==> src/rtl/sdp_bram_fifo_reader.sv <==
// sdp_bram_fifo_reader: FIFO over a simple-dual-port block RAM, drained through a
// 2-entry prefetch buffer that hides the registered read latency.
module sdp_bram_fifo_reader #(
    parameter int ADDR_BITS = 4,
    parameter int DATA_BITS = 8
) (
    input  logic                 clk,
    input  logic                 rst_n,
    input  logic                 clr,
    input  logic                 in_valid,
    output logic                 in_ready,
    input  logic [DATA_BITS-1:0] in_data,
    output logic                 out_valid,
    input  logic                 out_ready,
    output logic [DATA_BITS-1:0] out_data,
    output logic [ADDR_BITS:0]   count
);
    localparam int DEPTH = 1 << ADDR_BITS;
    localparam logic [ADDR_BITS:0] DEPTH_C = (ADDR_BITS+1)'(DEPTH);

    logic [DATA_BITS-1:0] ram [DEPTH];
    logic [DATA_BITS-1:0] ram_q, slot0, slot1;
    logic [ADDR_BITS-1:0] wr_ptr, rd_ptr;
    logic [ADDR_BITS:0]   ram_cnt;
    logic                 inflight;
    logic [1:0]           obuf_cnt, pos;
    logic                 push, pop, rd_en, cap;

    assign count     = ram_cnt + (ADDR_BITS+1)'(inflight) + (ADDR_BITS+1)'(obuf_cnt);
    assign in_ready  = count < DEPTH_C;
    assign out_valid = obuf_cnt != 2'd0;
    assign out_data  = slot0;
    assign push      = in_valid && in_ready && !clr;
    assign pop       = out_valid && out_ready && !clr;
    // pos is the buffer slot a returning read lands in after this cycle's pop
    assign pos       = obuf_cnt - {1'b0, pop};
    assign rd_en     = !clr && (ram_cnt != '0) && (({1'b0, pos} + {2'b0, inflight}) < 3'd2);
    assign cap       = inflight && !clr;

    always_ff @(posedge clk) begin
        if (push) ram[wr_ptr] <= in_data;
        if (rd_en) ram_q <= ram[rd_ptr];
    end

    always_ff @(posedge clk or negedge rst_n) begin
        if (!rst_n) begin
            wr_ptr   <= '0;
            rd_ptr   <= '0;
            ram_cnt  <= '0;
            inflight <= 1'b0;
            obuf_cnt <= 2'd0;
            slot0    <= '0;
            slot1    <= '0;
        end else if (clr) begin
            wr_ptr   <= '0;
            rd_ptr   <= '0;
            ram_cnt  <= '0;
            inflight <= 1'b0;
            obuf_cnt <= 2'd0;
        end else begin
            wr_ptr   <= wr_ptr + ADDR_BITS'(push);
            rd_ptr   <= rd_ptr + ADDR_BITS'(rd_en);
            ram_cnt  <= ram_cnt + (ADDR_BITS+1)'(push) - (ADDR_BITS+1)'(rd_en);
            inflight <= rd_en;
            obuf_cnt <= pos + 2'(cap);
            slot0    <= (cap && pos == 2'd0) ? ram_q : pop ? slot1 : slot0;
            if (cap && pos == 2'd1) slot1 <= ram_q;
        end
    end

    always_ff @(posedge clk) begin
        if (rst_n) begin
            assert (({1'b0, obuf_cnt} + {2'b0, inflight}) <= 3'd2);
            assert (count <= DEPTH_C);
            assert (ram_cnt <= DEPTH_C);
            assert (!(cap && pos == 2'd2));
        end
    end
endmodule

==> config.mk <==
export PLATFORM = sky130hd
export DESIGN_NAME = sdp_bram_fifo_reader
export DESIGN_NICKNAME = d
export VERILOG_FILES = /design/src/rtl/sdp_bram_fifo_reader.sv
export SDC_FILE = /design/constraint.sdc
export NUM_CORES = 1
export LEC_CHECK = 0
export CAP_MARGIN = 30
export CORE_MARGIN = 1
export CORE_UTILIZATION = 60
export DETAILED_ROUTE_END_ITERATION = 10
export PLACE_DENSITY_LB_ADDON = 0.25
export SYNTH_ARGS = -nofsm -noshare
export SYNTH_HDL_FRONTEND = slang
export SYNTH_SLANG_ARGS = --single-unit
==> constraint.sdc <==
create_clock -name clk -period 13.5 [get_ports clk]
set_input_delay 1.35 -clock clk [delete_from_list [all_inputs] [get_ports clk]]
set_output_delay 1.35 -clock clk [all_outputs]
set_load 0.01 [all_outputs]
==> impl_metrics.json <==
{
  "io_buffer_count": 27,
  "fillers": 696,
  "clk_latency_ps": 420,
  "finalNetCount": 446,
  "hold_buffers": 0,
  "placed_area_sq_um": 7280,
  "io_pins": 28,
  "pre_cts_ws_ps": 8040,
  "synth_cells": 379,
  "critPathCaptureType": "register",
  "hold_path.class": "register to register",
  "cts_tree": "yes",
  "cts_resized": 0,
  "ys_seq_area_share_pct": 71.3,
  "drtPass1Iterations": 5,
  "h-tree-depth": 4,
  "internal-power_mw": 1.06,
  "netSwitchingPower_uw": 396,
  "ys_ff_latch": 168,
  "rows": 38,
  "synth-warning-count": 0,
  "fin_crit_ps": 5030,
  "top_layer": "met4",
  "clk_pin_slew_ps": 60,
  "ant_nets": 0,
  "crit_required_ps": 13760,
  "ys.flop_type": "edfxtp_1",
  "combPwrFrac_pct": 24.5,
  "criticalPathCategory": "input port to register",
  "worst_slack_ps": 8470,
  "fmax_mhz": 199,
  "finalWirelength_um": 11900,
  "period_share_pct": 37.2,
  "start_util_pct": 62.3,
  "post_cts_buffers": 0,
  "fin_util_pct": 71.2,
  "grt_max_degree": 35,
  "finalSetupViolations": 0,
  "antenna_cells": 0,
  "die_h_um": 109,
  "via_per_inst": 6.02,
  "crit_path_start_kind": "input port",
  "wl_met3_um": 724,
  "fin_worst_skew_ps": 6.69,
  "fin_area_sq_um": 7820,
  "dr.first_iter.drc_count": 280,
  "yosysTopAreaCell": "edfxtp_1",
  "wl_per_cell_um": 21.0,
  "cap_violations": 0,
  "via_count": 3415,
  "async_flop_share_pct": 19.0,
  "grt_pass1_vias": 3385,
  "ir_drop_mv": 0.137,
  "cp.arrival_ps": 5290,
  "finalHoldViolations": 0,
  "wirelength_met1_um": 5020,
  "grt_overflow_total": 0,
  "wl_met2_um": 6020,
  "place.gp.congestion": 0.761,
  "antenna_found_initial": 0,
  "clock_power_share_pct": 30.2,
  "dieArea_sq_um": 11800,
  "rsz0062_at_grt": "false",
  "crit_fanout": 22,
  "cellLeakagePower_nw": 2.70,
  "netSwitchingFraction_pct": 27.2,
  "p_per_area_nw_per_um2": 186,
  "core_area_sq_um": 11000,
  "drive_gt1_share_pct": 19.7,
  "worst_pin_slew_ps": 947,
  "clockRootBuffer": "clkbuf_16",
  "relSlewSlack_pct": 36.7,
  "p_seq_share_pct": 45.2,
  "numCtsBuffers": 17,
  "drc_errors": 0,
  "synth_area_leaders": "edfxtp_1, dfrtp_1, mux4_2",
  "synth_edf_count": 136,
  "fin_tns_setup_ps": 0,
  "synthesis.area_sq_um": 6850,
  "status": "finished clean",
  "maxSlewViolCount": 0,
  "dp_hpwl_um": 7620,
  "synth_cell_types": 38,
  "area_growth_pct": 14.2,
  "syn_nets": 409,
  "cts.path.max_buffers": 2,
  "die-width_um": 109,
  "grt_pass1_wl_um": 18600,
  "cts_sinks": 168,
  "synth_top_area_share_pct": 59.6,
  "grtUsageTotal_pct": 22.9,
  "syn_area_per_cell_sq_um": 18.1
}
-- routing by layer --
| layer | vias to the layer above | track usage, % |
|---|---|---|
| met5 | - | 0 |
| met4 | 0 | 7.05 |
| met3 | 12 | 6.93 |
| met2 | 131 | 36.8 |
| met1 | 1731 | 30.3 |
| li1 | 1541 | - |
-- critical path, stage by stage --
cell and delay [ps]:
clkdlybuf4s50_1 890, and3b_1 720, ha_1 260, xor2_1 500
a2111oi_2 130, ha_1 330, inv_1 60, ha_1 150
inv_1 50, fa_1 370, nor2b_1 160, o21bai_1 100
a21oi_1 150, nor3b_1 60
-- cell usage after synthesis (all sizes together) (7+ instances only) --
| cell type | number |
|---|---|
| a22oi | 16 |
| ha | 14 |
| edfxtp | 136 |
| mux4 | 32 |
| nand2 | 17 |
| nor2 | 22 |
| clkbuf | 9 |
| nor2b | 11 |
| mux2i | 8 |
| o21ai | 9 |
| buf | 7 |
| dfrtp | 32 |
| inv | 15 |
| mux2 | 8 |
-- worst paths after layout --
path                       cells after the start  slack, ps   startpoint     endpoint
max in group asynchronous                      2      11840        rst_n    rd_ptr[1]
min in group asynchronous                      2       1330        rst_n   ram_cnt[2]
min reg2reg                                    2        480     ram_q[4]  out_data[4]
max                                           14       8470          clr   ram_cnt[4]
max reg2reg                                   14       9890  obuf_cnt[1]   ram_cnt[4]
min                                            2        480     ram_q[4]  out_data[4]
-- cell usage in the layout (no fill, tap or decap), drive strengths merged, types with 11 or more instances in the layout --
| master | synthesis | routed |
|---|---|---|
| a22oi | 16 | 16 |
| clkbuf | 9 | 20 |
| clkdlybuf4s50 | 0 | 27 |
| dfrtp | 32 | 32 |
| edfxtp | 136 | 136 |
| ha | 14 | 14 |
| inv | 15 | 18 |
| mux4 | 32 | 32 |
| nand2 | 17 | 17 |
| nor2 | 22 | 22 |
| nor2b | 11 | 11 |
-- registers in the layout (all words and copies together) (netlist names) --
name and cells:
ram 128, out_data 8, ram_q 8, slot1 8, ram_cnt 5, rd_ptr 4
wr_ptr 4, obuf_cnt 2, inflight 1
-- power by group through the flow --
| stage | Combinational, mW | Sequential, mW | Clock (mW) |
|---|---|---|---|
| floorplan | 0.249 | 0.656 | 0 |
| CTS | 0.365 | 0.660 | 0.446 |
| detailed placement | 0.364 | 0.670 | 0 |
| global placement | 0.349 | 0.668 | 0 |
| global route | 0.398 | 0.666 | 0.467 |
| finish | 0.357 | 0.659 | 0.440 |
-- kinds of logic after synthesis --
group | after synthesis | share of synthesized area (%)
AOI/OAI and AO/OA | 32 | 3.14
buffers and inverters | 31 | 1.79
muxes | 48 | 13.0
DFF | 168 | 71.3
adders and majority gates | 17 | 3.44
and+or+nand+nor | 73 | 6.01
xor gates and xnor gates | 10 | 1.28
-- stage by stage --
stage | hold WS [ps] | instances | power, mW
6_report | 478 | 567 | 1.46
5_1_grt | 529 | 567 | 1.53
4_1_cts | 480 | 567 | 1.47
3_5_place_dp | 465 | 537 | 1.03
3_3_place_gp | 462 | 534 | 1.02
2_1_floorplan | 446 | 379 | 0.905
-- cell type report --
| cell class | count | area (sq um) | share of cell area (%) |
|---|---|---|---|
| flip-flops and latches | 168 | 4890 | 62.5 |
| multi-input cells | 180 | 1850 | 23.6 |
| clock buffers | 20 | 437 | 5.58 |
| repair buffers | 34 | 318 | 4.06 |
| well taps | 140 | 175 | 2.24 |
| clock inverters | 10 | 98.8 | 1.26 |
| inverters | 15 | 56.3 | 0.720 |
Note: power is estimated with default switching activity, not from simulation.
